==> src/rtl/wb_port_arbiter_pkg.sv <==
// Shared constants and types for the register-file write-port arbiter.
// Widths and source encodings used by the arbiter and its result FIFO.
package wb_port_arbiter_pkg;

    localparam int   WB_WORD_LEN       = 32;
    localparam int   REG_FILE_ADDR_LEN = 4;
    localparam int   WB_FIFO_DEPTH     = 2;
    localparam int   WB_STARVE_LIMIT   = 4;

    localparam logic WB_SRC_PIPE = 1'b0;
    localparam logic WB_SRC_MC   = 1'b1;

    typedef enum logic [1:0] {
        GNT_NONE = 2'd0,
        GNT_PIPE = 2'd1,
        GNT_HEAD = 2'd2
    } grant_e;

endpackage

==> src/rtl/wb_fifo.sv <==
// Circular buffer of multi-cycle results with a per-entry valid bit.
// Entries can be squashed by destination and still occupy a slot until they pop.
module wb_fifo
    import wb_port_arbiter_pkg::*;
#(
    parameter int WORD_LEN     = WB_WORD_LEN,
    parameter int REG_ADDR_LEN = REG_FILE_ADDR_LEN,
    parameter int DEPTH        = WB_FIFO_DEPTH,
    localparam int PTR_W       = $clog2(DEPTH),
    localparam int CNT_W       = $clog2(DEPTH) + 1,
    localparam int NREGS       = 2 ** REG_ADDR_LEN
) (
    input  logic                    clk,
    input  logic                    rst,
    input  logic                    push,
    input  logic [REG_ADDR_LEN-1:0] push_dest,
    input  logic [WORD_LEN-1:0]     push_value,
    input  logic                    pop,
    input  logic                    squash,
    input  logic [REG_ADDR_LEN-1:0] squash_dest,
    output logic                    head_present,
    output logic                    head_valid,
    output logic [REG_ADDR_LEN-1:0] head_dest,
    output logic [WORD_LEN-1:0]     head_value,
    output logic [CNT_W-1:0]        count,
    output logic [NREGS-1:0]        pending
);

    logic                    ent_vld   [DEPTH];
    logic [REG_ADDR_LEN-1:0] ent_dest  [DEPTH];
    logic [WORD_LEN-1:0]     ent_value [DEPTH];
    logic [PTR_W-1:0]        rd_ptr;
    logic [PTR_W-1:0]        wr_ptr;

    // A fresh push wins over a same-cycle squash: it is newer than the pipeline write.
    // Pop clears the valid bit so unoccupied slots never contribute to the pending mask.
    for (genvar i = 0; i < DEPTH; i++) begin : g_ent
        always_ff @(posedge clk or negedge rst) begin
            if (!rst) begin
                ent_vld[i]   <= 1'b0;
                ent_dest[i]  <= '0;
                ent_value[i] <= '0;
            end else if (push && wr_ptr == PTR_W'(i)) begin
                ent_vld[i]   <= 1'b1;
                ent_dest[i]  <= push_dest;
                ent_value[i] <= push_value;
            end else if (pop && rd_ptr == PTR_W'(i)) begin
                ent_vld[i]   <= 1'b0;
            end else if (squash && ent_dest[i] == squash_dest) begin
                ent_vld[i]   <= 1'b0;
            end
        end
    end

    always_ff @(posedge clk or negedge rst) begin
        if (!rst) begin
            rd_ptr <= '0;
            wr_ptr <= '0;
            count  <= '0;
        end else begin
            if (push) wr_ptr <= wr_ptr + 1'b1;
            if (pop)  rd_ptr <= rd_ptr + 1'b1;
            case ({push, pop})
                2'b10:   count <= count + CNT_W'(1);
                2'b01:   count <= count - CNT_W'(1);
                default: count <= count;
            endcase
        end
    end

    assign head_present = (count != '0);
    assign head_valid   = head_present && ent_vld[rd_ptr];
    assign head_dest    = ent_dest[rd_ptr];
    assign head_value   = ent_value[rd_ptr];

    always_comb begin
        pending = '0;
        for (int i = 0; i < DEPTH; i++)
            if (ent_vld[i]) pending[ent_dest[i]] = 1'b1;
    end

endmodule

==> src/rtl/wb_port_arbiter.sv <==
// Arbitrates the register-file write port between pipeline writeback and buffered
// multi-cycle results: pipeline first, with a starvation guard that stalls the pipeline.
module wb_port_arbiter
    import wb_port_arbiter_pkg::*;
#(
    parameter int WORD_LEN     = WB_WORD_LEN,
    parameter int REG_ADDR_LEN = REG_FILE_ADDR_LEN,
    parameter int DEPTH        = WB_FIFO_DEPTH,
    parameter int STARVE_LIMIT = WB_STARVE_LIMIT,
    localparam int CNT_W       = $clog2(DEPTH) + 1,
    localparam int SC_W        = $clog2(STARVE_LIMIT + 1),
    localparam int NREGS       = 2 ** REG_ADDR_LEN
) (
    input  logic                    clk,
    input  logic                    rst,
    input  logic                    pipe_wb_en,
    input  logic [REG_ADDR_LEN-1:0] pipe_dest,
    input  logic [WORD_LEN-1:0]     pipe_value,
    input  logic                    mc_valid,
    output logic                    mc_ready,
    input  logic [REG_ADDR_LEN-1:0] mc_dest,
    input  logic [WORD_LEN-1:0]     mc_value,
    output logic                    rf_wr_en,
    output logic [REG_ADDR_LEN-1:0] rf_wr_dest,
    output logic [WORD_LEN-1:0]     rf_wr_value,
    output logic                    rf_wr_src,
    output logic                    stall_pipe,
    output logic [NREGS-1:0]        pending_busy,
    output logic [CNT_W-1:0]        fifo_count
);

    logic                    run_q;
    logic [SC_W-1:0]         starve_cnt;
    grant_e                  grant;
    logic                    head_present;
    logic                    head_valid;
    logic [REG_ADDR_LEN-1:0] head_dest;
    logic [WORD_LEN-1:0]     head_value;
    logic                    push;
    logic                    pop;
    logic                    squash_pop;

    // Holds every output quiet during reset and the first cycle after release.
    always_ff @(posedge clk or negedge rst) begin
        if (!rst) run_q <= 1'b0;
        else      run_q <= 1'b1;
    end

    // Ready looks only at the registered count, so a same-cycle pop never frees a slot.
    assign mc_ready   = run_q && (fifo_count < CNT_W'(DEPTH));
    assign push       = mc_valid && mc_ready;
    assign stall_pipe = run_q && head_valid && (starve_cnt >= SC_W'(STARVE_LIMIT));

    always_comb begin
        grant = GNT_NONE;
        if (run_q) begin
            if (stall_pipe)      grant = GNT_HEAD;
            else if (pipe_wb_en) grant = GNT_PIPE;
            else if (head_valid) grant = GNT_HEAD;
        end
    end

    assign squash_pop = run_q && head_present && !head_valid;
    assign pop        = (grant == GNT_HEAD) || squash_pop;

    always_comb begin
        rf_wr_en    = 1'b0;
        rf_wr_dest  = '0;
        rf_wr_value = '0;
        rf_wr_src   = WB_SRC_PIPE;
        case (grant)
            GNT_PIPE: begin
                rf_wr_en    = 1'b1;
                rf_wr_dest  = pipe_dest;
                rf_wr_value = pipe_value;
                rf_wr_src   = WB_SRC_PIPE;
            end
            GNT_HEAD: begin
                rf_wr_en    = 1'b1;
                rf_wr_dest  = head_dest;
                rf_wr_value = head_value;
                rf_wr_src   = WB_SRC_MC;
            end
            default: ;
        endcase
    end

    // Counts cycles a valid head is passed over; empty or squashed heads reset it.
    always_ff @(posedge clk or negedge rst) begin
        if (!rst)
            starve_cnt <= '0;
        else if (grant == GNT_HEAD || !head_valid)
            starve_cnt <= '0;
        else if (starve_cnt < SC_W'(STARVE_LIMIT))
            starve_cnt <= starve_cnt + SC_W'(1);
    end

    wb_fifo #(
        .WORD_LEN     (WORD_LEN),
        .REG_ADDR_LEN (REG_ADDR_LEN),
        .DEPTH        (DEPTH)
    ) u_fifo (
        .clk          (clk),
        .rst          (rst),
        .push         (push),
        .push_dest    (mc_dest),
        .push_value   (mc_value),
        .pop          (pop),
        .squash       (grant == GNT_PIPE),
        .squash_dest  (pipe_dest),
        .head_present (head_present),
        .head_valid   (head_valid),
        .head_dest    (head_dest),
        .head_value   (head_value),
        .count        (fifo_count),
        .pending      (pending_busy)
    );

endmodule
==> config.mk <==
export PLATFORM = sky130hd
export DESIGN_NAME = wb_port_arbiter
export DESIGN_NICKNAME = d
export VERILOG_FILES = /design/src/rtl/wb_port_arbiter_pkg.sv /design/src/rtl/wb_fifo.sv /design/src/rtl/wb_port_arbiter.sv
export SDC_FILE = /design/constraint.sdc
export NUM_CORES = 1
export LEC_CHECK = 0
export ABC_AREA = 1
export BUFFER_PORTS_ARGS = -buffer_cell sky130_fd_sc_hd__buf_4
export CAP_MARGIN = 0
export CELL_PAD_IN_SITES_DETAIL_PLACEMENT = 2
export CELL_PAD_IN_SITES_GLOBAL_PLACEMENT = 2
export CORE_ASPECT_RATIO = 0.8
export CORE_MARGIN = 5
export CORE_UTILIZATION = 29
export CTS_CLUSTER_DIAMETER = 120
export DETAILED_ROUTE_END_ITERATION = 8
export PLACE_DENSITY_LB_ADDON = 0.1
export SLEW_MARGIN = 20
export SYNTH_ARGS = -nofsm -noshare
export SYNTH_HDL_FRONTEND = slang
export SYNTH_SLANG_ARGS = --single-unit
export TNS_END_PERCENT = 10
==> constraint.sdc <==
create_clock -name clk -period 3.05 [get_ports clk]
set_input_delay 0.305 -clock clk [delete_from_list [all_inputs] [get_ports clk]]
set_output_delay 0.305 -clock clk [all_outputs]
set_load 0.02 [all_outputs]
==> Yosys cells after proc, flatten, opt, wreduce, memory -nomap -nowiden <==
Cells that the tools add are included.
{ "totals": {"inputBits": 76, "register_bits": 82} }
{ "op_classes": {"mux": 32, "n_eq_ne": 6, "magnitude_cmp": 8, "add_sub_neg": 5, "bitwise_logic": 4, "reduce_logical": 24} }
{ "ops": {"columns": ["op", "count"], "rows": [
  ["32-bit 2-to-1 mux", 3],
  ["32-bit case mux with 2 select lines", 1],
  ["16-bit 2-to-1 mux", 2],
  ["16-bit bitwise OR", 1],
  ["1-bit logical AND", 15],
  ["1-bit 2-to-1 mux", 13],
  ["4-bit 2-to-1 mux", 3],
  ["4-bit by 5-bit less-than comparator with 1-bit output, second input constant", 2],
  ["1-bit demux with 4-bit select", 2],
  ["4-bit == test", 2],
  ["4-bit by 1-bit >= comparator with 1-bit output, second input constant", 2],
  ["2-bit 2-to-1 mux", 4],
  ["4-bit case mux with 2 select lines", 1],
  ["3-bit 2-to-1 mux", 2],
  ["2-bit nonzero test", 3],
  ["3-bit nonzero test", 2],
  ["2-bit by 1-bit == test with 1-bit output, second input constant", 2],
  ["2-bit == test, second input constant", 2],
  ["2-bit case mux with 2 select lines", 1],
  ["3-bit by 1-bit adder with 3-bit output, second input constant", 1],
  ["3-bit >= comparator, second input constant", 1],
  ["3-bit less-than comparator, second input constant", 1],
  ["1-bit adder, second input constant", 2],
  ["2-bit by 1-bit adder with 2-bit output, second input constant", 1],
  ["other kinds (8)", 10]
]} }

==> Depth between registers and ports, before layout <==
Gate-level depths: netlist (run 1).
{ "depth": {"depth_word": 14, "ltp_mapped": 17, "depth_no_buf": 16} }

==> Modules after synthesis <==
From an unflattened synthesis (run 1), not the netlist that was laid out.
{ "unflattened": {"hier_cells": 653, "hier_area_um2": 4718.3} }
{ "modules_own_cells": {"columns": ["mod", "area_each_um2", "instances", "cells_per_inst"], "rows": [
  ["wb_fifo", 3892.5, 1, 497],
  ["wb_port_arbiter", 825.8, 1, 156]
]} }

==> Least setup slack after synthesis (run 1) <==
No wires, ideal clock.
{ "synth_path": {"kind": "register to output", "from": "reg u_fifo.rd_ptr", "to": "out rf_wr_value[10]", "arrival_time_ns": 2.391, "stages_incl_launch_ff": 15, "required_ns": 2.745, "setup_slack_ns": 0.354, "path_cell_list": "dfrtp_1 -> buf_2 -> inv_1 -> nand2_1 -> nand2_1 -> nand2_1 -> nor2_1 -> o21ai_0 -> inv_1 -> ha_1 -> buf_2 -> clkbuf_1 -> o21a_1 -> o21ai_0 -> a21oi_1"} }
{ "synth_between": {"elab_chain_len": 11, "elab_cells_between_ends": 17, "cone_classes": "eq/ne: 2; mux: 11; bitwise: 1; reduce/logical: 3"} }
{ "synth_rtl": {"columns": ["element", "line_no", "text"], "rows": [
  ["from (decl)", "wb_fifo.sv:32", "logic [PTR_W-1:0] rd_ptr;"],
  ["from (signal assigned)", "wb_fifo.sv:62", "if (pop) rd_ptr <= rd_ptr + 1'b1;"],
  ["1-bit inverter with 2-bit output (not written as such) (*)", "wb_fifo.sv:72, wb_fifo.sv:74", null],
  ["1-bit 2-to-1 mux (not written as such) (3 in a row)", "wb_fifo.sv:72", "assign head_valid = head_present && ent_vld[rd_ptr];"],
  ["1-bit logical AND", "wb_fifo.sv:72", null],
  ["2-bit 2-to-1 mux or 1-bit logical AND (tied branches)", "wb_port_arbiter.sv:59, wb_port_arbiter.sv:52", null],
  ["2-bit 2-to-1 mux or 1-bit logical AND (tied branches)", "wb_port_arbiter.sv:58, wb_port_arbiter.sv:52", null],
  ["2-bit 2-to-1 mux", "wb_port_arbiter.sv:57", "if (stall_pipe) grant = GNT_HEAD;"],
  ["2-bit 2-to-1 mux", "wb_port_arbiter.sv:56", "if (run_q) begin"],
  ["2-bit == test or 2-bit by 1-bit == test with 1-bit output (tied branches)", "wb_port_arbiter.sv:71", "case (grant)"],
  ["32-bit case mux with 2 select lines (*)", "wb_port_arbiter.sv:71", null],
  ["to (decl)", "wb_port_arbiter.sv:25", "output logic [WORD_LEN-1:0] rf_wr_value,"]
]} }
Every way passes the cells marked *; elsewhere a longest branch is shown, timed or not. The select of a mux whose other input is x is not followed.

==> Worst setup path in the final report (run 1) <==
{ "layout_path": {"from": "reg u_fifo.count[1]", "to": "out rf_wr_dest[2]"} }
{ "layout_between": {"elab_chain_len": 8, "elab_cells_between_ends": 11, "cone_classes": "eq/ne: 2; mux: 5; reduce/logical: 4"} }
{ "layout_rtl": {"columns": ["element", "line_no", "text"], "rows": [
  ["from (decl)", "wb_fifo.sv:25", "output logic [CNT_W-1:0] count,"],
  ["from (signal assigned)", "wb_fifo.sv:64", "2'b10: count <= count + CNT_W'(1);"],
  ["from (signal assigned)", "wb_fifo.sv:65", "2'b01: count <= count - CNT_W'(1);"],
  ["from (signal assigned)", "wb_fifo.sv:66", "default: count <= count;"],
  ["2-bit nonzero test (*)", "wb_fifo.sv:71", "assign head_present = (count != '0);"],
  ["1-bit logical AND (*)", "wb_fifo.sv:72", null],
  ["2-bit 2-to-1 mux or 1-bit logical AND (tied branches)", "wb_port_arbiter.sv:59, wb_port_arbiter.sv:52", null],
  ["2-bit 2-to-1 mux or 1-bit logical AND (tied branches)", "wb_port_arbiter.sv:58, wb_port_arbiter.sv:52", null],
  ["2-bit 2-to-1 mux (*)", "wb_port_arbiter.sv:57", null],
  ["2-bit 2-to-1 mux (*)", "wb_port_arbiter.sv:56", null],
  ["2-bit == test or 2-bit by 1-bit == test with 1-bit output (tied branches)", "wb_port_arbiter.sv:71", null],
  ["4-bit case mux with 2 select lines (*)", "wb_port_arbiter.sv:71", null],
  ["to (decl)", "wb_port_arbiter.sv:24", "output logic [REG_ADDR_LEN-1:0] rf_wr_dest,"]
]} }
Every way passes the cells marked *; elsewhere a longest branch is shown, timed or not.

==> results.yml, run 1 <==
outcome:
  status: "finished, final reports clean"
placement:
  io_buffer_count: 133
  gp_congestion: 0.772
  place_inst: 905
  dp_hpwl_mm: 12.2
global_routing:
  grt_first_pass_wirelength_mm: 26.5
  grt_use_total_pct: 18.5
  first_global_vias: 5006
  antenna_found_initial: 0
  grt_remaining_overflow: 0
  grt_max_degree: 75
logic_synthesis:
  async_flop_share_pct: 100
  synthCells: 581
  syn_area_per_cell_um2: 7.83
  yosys_register_bits: 82
  synth.yosys.warnings: 0
  yosysMostFrequentCell: "nand2_1"
  synth_ff_type: "dfrtp_1"
  yosys-top-cells-count: "nand2_1, o21ai_0, dfrtp_1"
  yosysSeqAreaShare_pct: 45.1
  synth.area.top_cells: "dfrtp_1, nand2_1, o21ai_0"
  synth_edf_count: 0
  synth_top_area_share_pct: 45.1
  synth_area_um2: 4550
  ys_types: 26
  synth_nets: 662
  yosys.area.top_type: "dfrtp_1"
clock_tree:
  clkSinkCount: 82
  clock-root-buffer: "clkbuf_16"
  clock_path_buffers: 2
  htreeDepth: 3
  cts_tree: "built"
  clkLatencyLatePin_ns: 0.35
  numCtsBuffers: 9
  cts.clk_slew.worst_paths_ns: 0.06
power_and_ir_drop:
  peakVddDrop_mv: 0.386
  pwr-share-clk_pct: 23.2
  p_switching_mw: 2.11
  p_int_mw: 3.03
  p_seq_share_pct: 38.5
  switching_share_pct: 41.1
  power.density_nw_per_um2: 841
  p_comb_share_pct: 38.4
  power.total_mw: 5.14
  p_leak_nw: 3.00
critical_path:
  rrSetupSlack_ns: 0.35
  critPathLaunchType: "flip-flop"
  crit_path_start: "u_fifo.count[1]"
  path_class: "reg2out"
  worstPathArrival_ns: 2.55
  end_kind: "output port"
  cp_max_fo: 16
  crit_path_end: "rf_wr_dest[2]"
  r2r-start: "u_fifo.count[1]"
  reg2reg_to: "u_fifo.count[1]"
  required_ns: 2.74
  worstRegToRegCells: 15
layout:
  antenna_cells: 0
  syn_to_final_growth_pct: 34.3
  stdcell_count: 924
  drive_gt1_share_pct: 28.1
  fin_nets: 785
timing:
  hold_violations: 0
  fin_hold_ws_ns: 0.222
  max_slew.worst_pin.slew_ns: 1.03
  finalSetupViolCount: 0
  max_freq_ghz: 0.351
  slew_violations: 0
  skew_ns: 0.00678
  period_needed_ns: 2.85
  slew_headroom_pct: 31.1
  fin_crit_sh_pct: 93.5
drt:
  vias_per_cell: 4.85
  first_pass_iters: 4
  drt-initial-drc-count: 125
  wl_per_cell_um: 18.0
  top_layer_used: "met4"
  ant_nets: 0
  route.detailed.drc: 0
  wl_met3_um: 719
  route.met2.wl_mm: 8.17
  num_vias: 4480
  drt-total-wl_mm: 16.6
  wl_met1_mm: 7.51
floorplanning:
  fp-row-count: 41
  io_pins: 134
  core_um2: 15600
  start_util_pct: 29.2
  die_h_um: 122
  chipWidth_um: 150
  dieArea_um2: 18300
hold_path:
  hold_depth: 3
  hold_class: "in2reg"
job:
  drv_cap: 0
==> what timing repair did <==
action	4_1_cts	5_1_grt
hold buffers	1	0
gates resized for setup	0	5
hold endpoints to repair	35	0
endpoints found under the setup margin	0	28
setup buffers	0	2
==> worst min-delay path by stage <==
stage	start	end	slack, ns
floorplan	rst	run_q	0.009
global placement	rst	u_fifo.ent_dest[0]	0.31
global route	mc_value[13]	u_fifo.ent_value[45]	0.21
detailed placement	rst	u_fifo.ent_dest[0]	0.32
CTS	mc_value[12]	u_fifo.ent_value[44]	0.22
finish	mc_value[12]	u_fifo.ent_value[44]	0.22
==> metal layers <==
layer  track usage [%]  vias up
li1                  -     2145
met1              23.6     2224
met2              31.9       95
met3              4.95       16
met4              3.54        0
met5                 0        -
==> logic make-up after synthesis <==
kind of cell	share of synthesized area [%]
AND/OR/NAND/NOR	16.8
buffers and inverters	9.19
adder cells (fa/ha/maj)	1.38
XOR/XNOR	0.963
other	0.0824
AO/OA/AOI/OAI	26.5
flip-flops	45.1
==> registers in the layout (all words and copies together) (netlist names) <==
| register | flops |
|---|---|
| u_fifo.ent_value | 64 |
| u_fifo.wr_ptr | 1 |
| u_fifo.count | 2 |
| u_fifo.rd_ptr | 1 |
| u_fifo.ent_vld | 2 |
| u_fifo.ent_dest | 8 |
| starve_cnt | 3 |
| run_q | 1 |
==> cells in the final DEF, fill, tap and decap left out, types with 2 or more instances in the layout <==
master,n
nand2_1,155
buf_4,145
o21ai_0,87
dfrtp_1,80
inv_1,59
a21oi_1,38
o21a_1,32
o21ai_2,28
nand3_1,20
nor2_1,12
clkbuf_16,9
o21ai_1,5
o211ai_1,4
o31ai_1,4
xor2_1,3
ha_1,3
nor3_1,2
xnor2_1,2
ha_4,2
clkinv_2,2
bufinv_16,2
dfrtp_2,2
==> through the flow <==
| step | area, um^2 | TNS (ns) | util, % | worst slack, ns |
|---|---|---|---|---|
| 6_report | 6110 | 0 | 39.2 | 0.197 |
| 5_1_grt | 6110 | -0.0220 | 39.2 | -0.0220 |
| 4_1_cts | 6070 | 0 | 38.9 | 0.0257 |
| 3_5_place_dp | 5740 | 0 | 36.8 | 0.401 |
| 3_3_place_gp | 5740 | 0 | 36.8 | 0.545 |
| 2_1_floorplan | 4550 | 0 | - | 0.354 |
==> worst max-delay path, cell delays in order, from the launching register on <==
cell and delay [ns]:
dfrtp_1 0.42, inv_1 0.11, nand2_1 0.11, nand2_1 0.09, nor2_1 0.05, nand2_1 0.09
nand3_1 0.18, inv_1 0.18, ha_4 0.29, buf_6 0.22, nand2_1 0.08, a21oi_1 0.20
buf_4 0.18
==> final cells by class <==
class / instances / area [um^2]
Sequential cell: 82 / 2050
Fill cell: 1821 / 9480
Clock inverter: 5 / 77.6
Clock buffer: 11 / 243
Tap cell: 215 / 269
Timing Repair Buffer: 148 / 1130
Multi-Input combinational cell: 403 / 2110
Inverter: 60 / 225
==> power by group through the flow <==
stage	Sequential, mW	Clock (mW)	Combinational [mW]
6_report	1.98	1.19	1.97
5_1_grt	2.04	1.27	2.21
4_1_cts	1.97	1.22	1.99
3_5_place_dp	1.99	0	1.98
3_3_place_gp	1.95	0	1.87
2_1_floorplan	1.85	0	1.30
No activity file was read; power rests on OpenSTA's default activity.
==> run 2: changes to the inputs <==
ABC_AREA = 0   (was 1)
CORE_UTILIZATION = 33   (was 29)
==> results.yml, run 2 <==
layout:
  stdcell_count: 678
  largest_register_ffs: 64
  drive_gt1_share_pct: 53.9
  syn_to_final_growth_pct: 34.8
  final_cell_mix: "buf_4, mux2_2, dfrtp_1"
  design_area_um2: 5920
  top_register: "u_fifo.ent_value"
  antenna_cells: 0
  top_regs: "u_fifo.ent_value (64), u_fifo.ent_dest (8), starve_cnt (3)"
  final_common_cell: "buf_4"
  fin_nets: 579
timing:
  slew_violations: 0
  fin_tns_setup_ns: 0
  slew_headroom_pct: 48.8
  max_slew.worst_pin.slew_ns: 0.768
  hold_violations: 8
  rsz0062_at_grt: "no"
  finalSetupViolCount: 0
  max_freq_ghz: 0.358
  period_needed_ns: 2.80
  fin_crit_sh_pct: 91.7
  fin_hold_ws_ns: -0.0133
  finalWorstSetupSlack_ns: 0.254
  skew_ns: 0.00485
global_routing:
  antenna_found_initial: 0
  first_global_vias: 4057
  grt_use_total_pct: 17.4
  grt_first_pass_wirelength_mm: 21.9
  grt_max_degree: 83
  grt_remaining_overflow: 0
floorplanning:
  dieArea_um2: 15700
  start_util_pct: 33.9
  fp-row-count: 37
  die_h_um: 113
  io_pins: 134
  core_um2: 13000
  chipWidth_um: 139
clock_tree:
  cts_tree: "built"
  numCtsBuffers: 9
  clock-root-buffer: "clkbuf_16"
  postCtsHoldBufs: 0
  clock_path_buffers: 2
  clkLatencyLatePin_ns: 0.34
  htreeDepth: 3
  clkSinkCount: 82
  cts.clk_slew.worst_paths_ns: 0.06
critical_path:
  required_ns: 2.74
  worstPathArrival_ns: 2.49
  path_class: "reg2out"
  cp_max_fo: 33
  critPathLaunchType: "flip-flop"
  end_kind: "output port"
drt:
  first_pass_iters: 4
  drt-total-wl_mm: 13.5
  num_vias: 3453
  vias_per_cell: 5.09
  drt-initial-drc-count: 117
  route.detailed.drc: 0
  wl_per_cell_um: 19.8
  ant_nets: 0
job:
  drv_cap: 0
placement:
  place_ws_ns: 0.552
  io_buffer_count: 133
  gp_congestion: 0.710
  post_dp_cell_area_um2: 5560
  place_inst: 662
  dp_hpwl_mm: 9.58
logic_synthesis:
  synth_edf_count: 0
  synth_area_um2: 4390
  async_flop_share_pct: 100
  synth_ff_type: "dfrtp_1"
  ys_types: 37
  synthCells: 372
  yosys_register_bits: 82
  syn_area_per_cell_um2: 11.8
  yosys.area.top_type: "dfrtp_1"
  synth_nets: 453
  synth.area.top_cells: "dfrtp_1, mux2_2, a22oi_1"
  yosys-top-cells-count: "mux2_2, dfrtp_1, nor2_1"
  synth_top_area_share_pct: 46.7
  yosysMostFrequentCell: "mux2_2"
  synth.yosys.warnings: 0
  yosysSeqAreaShare_pct: 46.7
power_and_ir_drop:
  power.density_nw_per_um2: 971
  peakVddDrop_mv: 0.336
  p_leak_nw: 2.63
hold_path:
  hold_class: "in2async"
outcome:
  status: "finished with violations"
  violations: "hold timing"
run 2: cells by family (layout without fill, tap and decap cells):
group | count (synthesis) | in the layout | share of synthesized area [%]
other | 1 | 1 | 0.0853
AO/OA/AOI/OAI | 62 | 62 | 9.94
multiplexers | 110 | 110 | 28.1
flip-flops | 82 | 82 | 46.7
buffers and inverters | 27 | 158 | 3.19
XOR/XNOR | 14 | 14 | 2.79
adder cells (fa/ha/maj) | 5 | 5 | 1.42
AND/OR/NAND/NOR | 71 | 71 | 7.75
run 2: worst max-delay path, cell delays in order (launching register included):
cell and delay, ns:
dfrtp_1 0.46, mux2i_1 0.26, nor2_1 0.15, a21o_1 0.23
ha_1 0.37, buf_4 0.39, nor2_1 0.10, buf_4 0.17
run 2: routing by layer:
metal / wire length [um] / up-vias / GRT usage (%)
li1: - / 1603 / -
met1: 5930 / 1748 / 21.6
met2: 6550 / 92 / 29.5
met3: 831 / 10 / 5.53
met4: 140 / 0 / 4.30
met5: 0 / - / 0
run 2: final cells by class:
type,instances,area (um^2)
clock buffer,10,239
fill,1339,7040
sequential,82,2050
clock inverter,6,114
tap,175,219
timing repair buffer,140,1090
multi-input combinational,263,2200
inverter,2,7.51
run 2: worst paths after layout:
check	start	end	depth (start not counted)	slack (ns)
hold / removal	rst	u_fifo.ent_value[36]	1	-0.01
hold reg to reg	u_fifo.ent_value[63]	u_fifo.ent_value[63]	1	0.48
setup reg to reg	u_fifo.ent_vld[1]	u_fifo.count[1]	8	0.73
max in group asynchronous	rst	u_fifo.rd_ptr	1	2.46
setup / recovery	u_fifo.ent_vld[1]	rf_wr_value[23]	7	0.25
min in group clk	mc_value[31]	u_fifo.ent_value[63]	2	0.20
run 2: report_power, final:
group	internal, mW	total (mW)	switching (mW)
Combinational	1.30	2.45	1.16
Sequential	1.63	2.02	0.391
Clock	0.824	1.27	0.450
Total	3.75	5.75	2.00
run 2: what timing repair did:
item                       CTS  global route
setup endpoints to repair    0            32
buffers inserted             0             0
hold endpoints to repair     0             0
resized for setup            0             2
run 2: per-stage QoR:
step	power, mW	util (%)
final	5.75	45.7
after global routing	6.13	45.7
after CTS	5.84	45.6
after detailed placement	4.51	42.9
after global placement	4.36	42.9
after floorplan	3.67	-
==> run 3: changes to the inputs <==
REMOVE_ABC_BUFFERS = 1   (was not set)
SETUP_SLACK_MARGIN = 0.3   (was not set)
==> results.yml, run 3 (synthesis gave the netlist of run 2 again) <==
outcome:
  status: "finished with violations"
  violations: "hold timing"
power_and_ir_drop:
  p_leak_nw: 2.66
  switching_share_pct: 35.7
  power.density_nw_per_um2: 948
  p_comb_share_pct: 45.1
  p_int_mw: 3.66
  peakVddDrop_mv: 0.292
  p_seq_share_pct: 35.6
  pwr-share-clk_pct: 19.3
  p_switching_mw: 2.03
critical_path:
  cp_max_fo: 21
  path_class: "reg2out"
  cp_common_cell: "buf_4"
  crit_buf_inv: 2
  required_ns: 2.74
  rrSetupSlack_ns: 0.76
  reg2reg_to: "u_fifo.count[1]"
  cp_top_family: "flip-flops"
  worstPathArrival_ns: 2.29
  slowest_delay_ns: 0.47
  path_cells: "mux2i_4, nor2_2, a21o_1, ha_1, buf_4, nor2_1, buf_4"
  r2r-start: "u_fifo.ent_vld[1]"
  end_kind: "output port"
  critPathLaunchType: "flip-flop"
  cp_slowest_cell: "dfrtp_1"
  crit_path_start: "u_fifo.ent_vld[1]"
  worstRegToRegCells: 8
floorplanning:
  core_um2: 13000
  fp-row-count: 37
  die_h_um: 113
  start_util_pct: 33.9
  io_pins: 134
  dieArea_um2: 15700
  chipWidth_um: 139
clock_tree:
  clkLatencyLatePin_ns: 0.33
  numCtsBuffers: 9
  clock-root-buffer: "clkbuf_16"
  clock_path_buffers: 2
  htreeDepth: 3
  cts.clk_slew.worst_paths_ns: 0.06
  postCtsHoldBufs: 0
  clkSinkCount: 82
  cts_tree: "built"
layout:
  top_register: "u_fifo.ent_value"
  fin_nets: 586
  drive_gt1_share_pct: 55.3
  largest_register_ffs: 64
  final_cell_mix: "buf_4, mux2_2, dfrtp_1"
  final_common_cell: "buf_4"
  top_regs: "u_fifo.ent_value (64), u_fifo.ent_dest (8), starve_cnt (3)"
  antenna_cells: 0
  syn_to_final_growth_pct: 36.7
  design_area_um2: 6010
  stdcell_count: 685
global_routing:
  grt_use_total_pct: 18.5
  antenna_found_initial: 0
  first_global_vias: 4063
  grt_remaining_overflow: 0
  grt_first_pass_wirelength_mm: 23.0
  grt_max_degree: 83
timing:
  slew_headroom_pct: 47.6
  fin_crit_sh_pct: 85.1
  fin_hold_ws_ns: -0.0135
  skew_ns: 0.00453
  period_needed_ns: 2.60
  max_freq_ghz: 0.385
  finalSetupViolCount: 0
  rsz0062_at_grt: "no"
  max_slew.worst_pin.slew_ns: 0.786
  finalWorstSetupSlack_ns: 0.454
  fin_tns_setup_ns: 0
  slew_violations: 0
  hold_violations: 4
drt:
  wl_per_cell_um: 20.9
  vias_per_cell: 5.09
  first_pass_iters: 4
  num_vias: 3484
  drt-total-wl_mm: 14.3
  route.detailed.drc: 0
  ant_nets: 0
  drt-initial-drc-count: 158
placement:
  dp_hpwl_mm: 9.86
  post_dp_cell_area_um2: 5560
  place_inst: 662
  gp_congestion: 0.724
  io_buffer_count: 133
  place_ws_ns: 0.302
hold_path:
  hold_class: "in2async"
job:
  drv_cap: 0
## run 3: how the worst max path moves through the flow
stage	slack, ns	depth (start not counted)	to
after floorplan	-0.32	6	rf_wr_dest[0]
after global placement	0.57	7	rf_wr_value[5]
after detailed placement	0.30	7	rf_wr_dest[0]
after CTS	0.34	7	rf_wr_dest[0]
after global routing	0.31	7	rf_wr_dest[0]
final	0.45	7	rf_wr_dest[0]
## run 3: layout make-up
cell class	instances	area, um^2
flip-flops and latches	82	2050
repair buffers	147	1180
well taps	175	219
fillers	1340	6950
clock buffers	11	253
clock inverters	5	52.6
multi-input cells	263	2240
inverters	2	7.51
## run 3: routing by layer
metal,vias to the layer above,share of wire (%),GRT usage [%]
li1,1613,-,-
met1,1779,44,23.3
met2,84,50,31.5
met3,8,5.5,6.13
met4,0,0.79,3.59
met5,-,0,0
## run 3: what timing repair did
action,CTS,global route
cloned,0,0
setup endpoints to repair,37,36
setup buffers,5,2
gates resized for setup,3,2
pin swaps,0,1
## run 3: power groups by stage
stage | Clock (mW) | Combinational, mW | Sequential (mW)
3_3_place_gp | 0 | 2.41 | 1.96
2_1_floorplan | 0 | 1.65 | 1.97
3_5_place_dp | 0 | 2.50 | 2.03
6_report | 1.10 | 2.56 | 2.03
4_1_cts | 1.14 | 2.58 | 2.02
5_1_grt | 1.19 | 2.80 | 2.10
## run 3: per-stage QoR
step           total power, mW  util [%]
2_1_floorplan             3.62         -
3_3_place_gp              4.36      42.9
3_5_place_dp              4.53      42.9
4_1_cts                   5.74      46.0
5_1_grt                   6.09      46.4
6_report                  5.69      46.4
